`config.mk`:
```
export PLATFORM = sky130hd
export DESIGN_NAME = uart_receiver
export DESIGN_NICKNAME = d
export VERILOG_FILES = /design/src/rtl/uart_pkg.sv /design/src/rtl/uart_rx_sync.sv /design/src/rtl/uart_receiver.sv
export SDC_FILE = /design/constraint.sdc
export NUM_CORES = 1
export LEC_CHECK = 0
export BUFFER_PORTS_ARGS = -buffer_cell sky130_fd_sc_hd__clkbuf_2
export CORE_MARGIN = 5
export CORE_UTILIZATION = 60
export CTS_CLUSTER_SIZE = 14
export DETAILED_ROUTE_END_ITERATION = 6
export GPL_TIMING_DRIVEN = 0
export PLACE_DENSITY = 0.87
export SYNTH_ARGS = -nofsm -noshare
export SYNTH_HDL_FRONTEND = slang
export SYNTH_HIERARCHICAL = 1
export SYNTH_SLANG_ARGS = --single-unit
```
`constraint.sdc`:
```
create_clock -name sys_clk -period 2.7 [get_ports sys_clk]
set_input_delay 0.27 -clock sys_clk [delete_from_list [all_inputs] [get_ports sys_clk]]
set_output_delay 0.27 -clock sys_clk [all_outputs]
set_load 0.03 [all_outputs]
```
`src/rtl/uart_pkg.sv`:
```
// Shared UART definitions: FSM state encoding and frame/oversampling constants
// common to the transmitter and receiver.
package uart_pkg;

    localparam int UART_DATA_W     = 8;
    localparam int UART_OVERSAMPLE = 16;

    typedef enum logic [2:0] {
        IDLE       = 3'd0,
        START_BIT  = 3'd1,
        DATA_BITS  = 3'd2,
        PARITY_BIT = 3'd3,
        STOP_BIT   = 3'd4,
        BREAK_WAIT = 3'd5
    } uart_state_e;

endpackage

```
`src/rtl/uart_rx_sync.sv`:
```
// Two-flop synchronizer for an asynchronous, idle-high input; both stages
// reset to 1 so a line held in reset looks idle.
module uart_rx_sync (
    input  logic sys_clk,
    input  logic reset,
    input  logic d,
    output logic q
);

    logic meta;

    always_ff @(posedge sys_clk or negedge reset) begin
        if (!reset) begin
            meta <= 1'b1;
            q    <= 1'b1;
        end else begin
            meta <= d;
            q    <= meta;
        end
    end

endmodule

```
`src/rtl/uart_receiver.sv`:
```
// UART receive path: 16x-oversampled 8N-with-parity frame recovery.
// Define UART_RX_PARITY_CHECK_EN to build the parity comparator.
module uart_receiver
    import uart_pkg::*;
#(
    parameter int          OVERSAMPLE = UART_OVERSAMPLE,
    parameter int unsigned PARITY_ODD = 0
) (
    input  logic                   sys_clk,
    input  logic                   reset,
    input  logic                   clk_en,
    input  logic                   rx_in,
    output logic [UART_DATA_W-1:0] data_out,
    output logic                   data_valid,
    output logic                   parity_out,
    output logic                   parity_err,
    output logic                   frame_err,
    output logic                   rx_busy
);

    localparam int         SAMPLE_PT  = OVERSAMPLE / 2 - 1;
    localparam logic [3:0] START_LAST = 4'(SAMPLE_PT - 1);
    localparam logic [3:0] BIT_LAST   = 4'(OVERSAMPLE - 1);

    if (PARITY_ODD > 1) begin : g_bad_parity_odd
        $error("PARITY_ODD must be 0 or 1");
    end

    uart_state_e            state;
    logic [3:0]             baud_count;
    logic [2:0]             bit_count;
    logic [UART_DATA_W-1:0] shift;
    logic                   rx_s;

    uart_rx_sync u_rx_sync (
        .sys_clk (sys_clk),
        .reset   (reset),
        .d       (rx_in),
        .q       (rx_s)
    );

    always_ff @(posedge sys_clk or negedge reset) begin
        if (!reset) begin
            state      <= IDLE;
            baud_count <= '0;
            bit_count  <= '0;
            shift      <= '0;
            data_out   <= '0;
            data_valid <= 1'b0;
            parity_out <= 1'b0;
            parity_err <= 1'b0;
            frame_err  <= 1'b0;
            rx_busy    <= 1'b0;
        end else begin
            data_valid <= 1'b0;
            if (clk_en) begin
                case (state)
                    IDLE: begin
                        baud_count <= '0;
                        if (!rx_s) begin
                            state   <= START_BIT;
                            rx_busy <= 1'b1;
                        end
                    end
                    // The detection tick is tick 0 of the start bit, so the
                    // mid-bit check falls SAMPLE_PT ticks after it.
                    START_BIT: begin
                        if (baud_count == START_LAST) begin
                            baud_count <= '0;
                            if (!rx_s) begin
                                state     <= DATA_BITS;
                                bit_count <= '0;
                            end else begin
                                state   <= IDLE;
                                rx_busy <= 1'b0;
                            end
                        end else begin
                            baud_count <= baud_count + 4'd1;
                        end
                    end
                    DATA_BITS: begin
                        if (baud_count == BIT_LAST) begin
                            baud_count       <= '0;
                            shift[bit_count] <= rx_s;
                            bit_count        <= bit_count + 3'd1;
                            if (bit_count == 3'd7) begin
                                state <= PARITY_BIT;
                            end
                        end else begin
                            baud_count <= baud_count + 4'd1;
                        end
                    end
                    PARITY_BIT: begin
                        if (baud_count == BIT_LAST) begin
                            baud_count <= '0;
                            parity_out <= rx_s;
                            state      <= STOP_BIT;
                        end else begin
                            baud_count <= baud_count + 4'd1;
                        end
                    end
                    STOP_BIT: begin
                        if (baud_count == BIT_LAST) begin
                            baud_count <= '0;
                            data_out   <= shift;
                            frame_err  <= ~rx_s;
                            data_valid <= 1'b1;
`ifdef UART_RX_PARITY_CHECK_EN
                            parity_err <= ^{shift, parity_out, 1'(PARITY_ODD)};
`else
                            parity_err <= 1'b0;
`endif
                            if (rx_s) begin
                                state   <= IDLE;
                                rx_busy <= 1'b0;
                            end else begin
                                state <= BREAK_WAIT;
                            end
                        end else begin
                            baud_count <= baud_count + 4'd1;
                        end
                    end
                    BREAK_WAIT: begin
                        if (rx_s) begin
                            state   <= IDLE;
                            rx_busy <= 1'b0;
                        end
                    end
                    default: begin
                        state   <= IDLE;
                        rx_busy <= 1'b0;
                    end
                endcase
            end
        end
    end

endmodule

```
### After elaboration in Yosys (flattened, before gate mapping)

Cells that the tools add are included.

* word-level logic and storage cells: 74
* output and inout bits: 13
* register bits after elaboration: 32
* input port bits: 4

* eq/ne operators: 16
* $lt $le $gt $ge: 2
* mux-type cells: 28
* bitwise logic cells: 2
* add/sub/neg operators: 2
* reduce and logical (&&, ||, !) cells: 13

Operators by type and width (count)
* $mux 3: 11
* $pmux 3 s6: 1
* $ne 2x2->1 const B: 7
* $pmux 4 s3: 1
* $reduce_and 5->1: 2
* $eq 3x3->1 const B: 3
* $reduce_and 3->1: 3
* $bwmux 8: 1
* $mux 1: 8
* $mux 4: 2
* $reduce_and 8->1: 1
* $eq 3x2->1 const B: 2
* $pmux 3 s2: 1
* $pmux 1 s5: 1
* $add 4x1->4 const B: 1
* $eq 4x3->1 const B: 1
* $eq 4x4->1 const B: 1
* $lt 3x4->1 const B: 1
* $add 3x1->3 const B: 1
* $demux 1 s3: 1
* $eq 3x1->1 const B: 1
* $ge 3x1->1 const B: 1
* $logic_not 3->1: 1
* $reduce_bool 3->1: 1
* other kinds (8): 9

### Longest topological paths before layout

* word-level depth: 5
* gate-level depth with buffers: 6
* gate-level depth less buffers: 6

### Modules after synthesis

The synthesis kept the hierarchy.

By module, submodules not included
* uart_receiver: instances 1, cells each 132, seq. area each 750.7 um2, area an instance 1502.7 um2
* uart_rx_sync: instances 1, cells each 2, seq. area each 52.6 um2, area an instance 52.6 um2

### Worst setup path after synthesis

OpenSTA, ideal clock, no wires.

* path kind: register to register
* from: reg baud_count[0]
* to: reg data_out[0]
* setup time: 0.125 ns
* slack: 1.020 ns
* cell stages (with the launch flop): 6
* data required time: 2.575 ns
* arrival time: 1.555 ns
* period minus slack after synthesis: 1.680 ns
* path buffers: 1
* cell sequence: dfrtp_1 ha_1 and3_2 nand4_1 buf_2 mux2_2

* longest elaborated chain between the ends: 2

RTL lines
* start, declared: line uart_receiver.sv:30 `logic [3:0] baud_count;`
* start signal, assigned: line uart_receiver.sv:78 `baud_count <= baud_count + 4'd1;`
* start signal, assigned: line uart_receiver.sv:90 `baud_count <= baud_count + 4'd1;`
* start signal, assigned: line uart_receiver.sv:99 `baud_count <= baud_count + 4'd1;`
* $eq 4x4->1: line uart_receiver.sv:103 `if (baud_count == BIT_LAST) begin`
* $reduce_and 3->1 (no source line)
* end signal, assigned: line uart_receiver.sv:105 `data_out <= shift;`
* end, declared: line uart_receiver.sv:13 `output logic [UART_DATA_W-1:0] data_out,`

Every way passes these cells.
A chain may end at the register's enable or synchronous reset.

### Worst setup path in the final report

* from: reg baud_count[0]
* to: reg shift[5]

* longest elaborated chain between the ends: 2

RTL lines
* $eq 4x4->1: line uart_receiver.sv:82 `if (baud_count == BIT_LAST) begin`
* $reduce_and 3->1 (no source line)
* end signal, assigned by index: line uart_receiver.sv:84 `shift[bit_count] <= rx_s;`
* end, declared: line uart_receiver.sv:32 `logic [UART_DATA_W-1:0] shift;`

Every way passes these cells.

==> flow_metrics.tcl <==
set metrics [dict create \
    clock_path_buffers 2 \
    max-cap-violations 0 \
    synthCells 134 \
    io_pins 17 \
    initialDrtViolationCount 49 \
    worstPathArrival_ns 2.14 \
    numClockSinks 32 \
    drc_errors 0 \
    ys_seq_area_share_pct 51.6 \
    yosys_most_used_dff "dfrtp_1" \
    cts.clk_slew.worst_paths_ns 0.10 \
    die_x_um 60.9 \
    final_common_cell "dfrtp_1" \
    worst_clock_skew_ns 0.00839 \
    fp.dieArea_sq_mm 0.00371 \
    p_leak_uw 0.000883 \
    avgSynthCellArea_sq_um 11.6 \
    yosysUniqueCellTypes 39 \
    initial_utilization_pct 62.8 \
    antenna_found_initial 0 \
    power_density_mw_per_mm2 708 \
    reg2reg_to "shift[5]" \
    fin_crit_ns 1.91 \
    netlist_area_sq_mm 0.00156 \
    yosys_warnings 6 \
    synthArstFlopShare_pct 100 \
    ant_nets 0 \
    required_ns 2.93 \
    insertion_delay_ns 0.33 \
    clockRootBuffer "clkbuf_4" \
    grt_pass1_wl_mm 5.20 \
    critPathMaxFanout 6 \
    final_cell_mix "dfrtp_1 (30), clkbuf_2 (16), mux2_2 (15), nand2_1 (10)" \
    core-area_sq_mm 0.00248 \
    finalSetupViolCount 0 \
    place_congestion 0.985 \
    num_antenna_cells 0 \
    vias_per_cell 5.96 \
    routed_wl_mm 2.87 \
    rows 18 \
    worstHoldPathType "primary input to asynchronous set/reset pin" \
    drive_gt1_share_pct 32.9 \
    grt_overflow 0 \
    r2r_slack_ns 0.79 \
    fmax_ghz 0.523 \
    reg2regPathDepth 5 \
    hold-worst-slack_ns -0.0175 \
    slew_viol_final 0 \
    grt_util_all_layers_pct 19.3 \
    num_vias 1121 \
    rsz0062_at_grt "no" \
    port_buffers 15 \
    r2r-start "baud_count[0]" \
    crit_type "flip-flop to flip-flop" \
    violations "hold timing" \
    cts_tree "done" \
    worstSetupEndpointType "flip-flop" \
    fin_nets 165 \
    worst_pin_slew_ns 0.752 \
    status "finished, violations left" \
    postCtsSetupRepairBufs 0 \
    grt_pass1_vias 1153 \
    ir_worst_vdd_uv 605 \
    synth_nets 142 \
    start_kind "flip-flop" \
    slew_headroom_pct 49.9 \
    area_growth_pct 14.0 \
    first_pass_iters 4 \
    wl_per_cell_um 15.3 \
    cts_buffers 5 \
    yosys-top-cells-area "dfrtp_1 (48%), mux2_2 (11%), dfstp_2 (3.4%), ha_1 (3.2%), nor4_4 (2.7%)" \
    utilization_pct 71.6 \
    yosysTopAreaCell "dfrtp_1" \
    fin_crit_sh_pct 70.8 \
    setup_tns_ns 0 \
    synth_edf_count 0 \
    die_h_um 60.9 \
    cts-htree-levels 2 \
    dp_hpwl_mm 2.05 \
    synth_seq_cells 32 \
    hold_violations 30 \
    synth_top_cell_area_share_pct 48.3 \
    grt_max_degree 33 \
]
==> timing repair <==
item | in CTS | in global routing
hold endpoints to repair | 1 | 0
gates resized for setup | 0 | 0
hold buffers | 1 | 0
==> stage by stage <==
| step | std cells | total power [uW] | setup slack (ns) | area, sq um |
|---|---|---|---|---|
| after floorplan | 134 | 779 | 1.02 | 1560 |
| after global placement | 179 | 836 | 0.878 | 1670 |
| after detailed placement | 179 | 852 | 0.813 | 1670 |
| after CTS | 188 | 1260 | 0.788 | 1770 |
| after global routing | 188 | 1330 | 0.651 | 1770 |
| final | 188 | 1250 | 0.787 | 1770 |
==> how the worst max path moves through the flow <==
stage                   from           to  depth (start not counted)
4_1_cts        baud_count[0]     shift[7]                          5
2_1_floorplan  baud_count[0]  data_out[0]                          5
3_3_place_gp   baud_count[0]  data_out[0]                          5
5_1_grt        baud_count[0]     shift[7]                          5
6_report       baud_count[0]     shift[5]                          5
3_5_place_dp   baud_count[0]     shift[5]                          5
==> Yosys cell counts, types with 3 or more instances <==
cell       n
nand2_1   10
nand3b_1   4
nand3_1    3
mux2_2    15
inv_1      4
o21ai_0    8
ha_1       4
nor2_1     8
buf_2      4
dfrtp_1   30
nor3_1     3
a21oi_1    4
==> routing by layer <==
| layer | vias to the layer above | routed length, um | GRT usage, % |
|---|---|---|---|
| met5 | - | 0 | 0 |
| met4 | 0 | 53 | 10.8 |
| met3 | 8 | 187 | 4.47 |
| met2 | 49 | 1410 | 30.4 |
| met1 | 534 | 1230 | 24.4 |
| li1 | 530 | - | - |
==> state kept, by name, indices dropped and copies added, names as in the netlist, 3 cells and up <==
signal / count
baud_count: 4
bit_count: 3
data_out: 8
shift: 8
state: 3
==> cell type report <==
type                       count  area [sq um]
tap                           30          37.5
multi-input combinational     90           693
inverter                       4          15.0
timing repair buffer          16          85.1
clock buffer                   7          65.1
clock inverter                 1          30.0
fill                         193           704
sequential                    32           803
buffer                         8          43.8
==> worst max-delay path, stage by stage, from the launching register on <==
cell	delay, ns
dfrtp_1	0.45
ha_1	0.32
nand4_4	0.21
nor4_4	0.38
nand3b_1	0.13
mux2_1	0.32
==> power breakdown <==
part           internal [uW]  leakage (uW)  total [uW]  switching, uW
clock network            246     0.0000515         407            161
registers                522      0.000430         569           47.0
logic                    101      0.000401         279            178
==> cells by family (layout without fill, tap and decap cells) <==
logic type                 count (synthesis)  in the layout  synth area share [%]
DFF                                       32             32                  51.6
muxes                                     17             17                  12.3
other                                      1              1                 0.241
and+or+nand+nor                           42             42                  17.3
buffers and inverters                     12             36                  3.78
AOI/OAI and AO/OA                         26             26                  11.5
adders and majority gates                  4              4                  3.22
No activity file was read; power rests on OpenSTA's default activity.
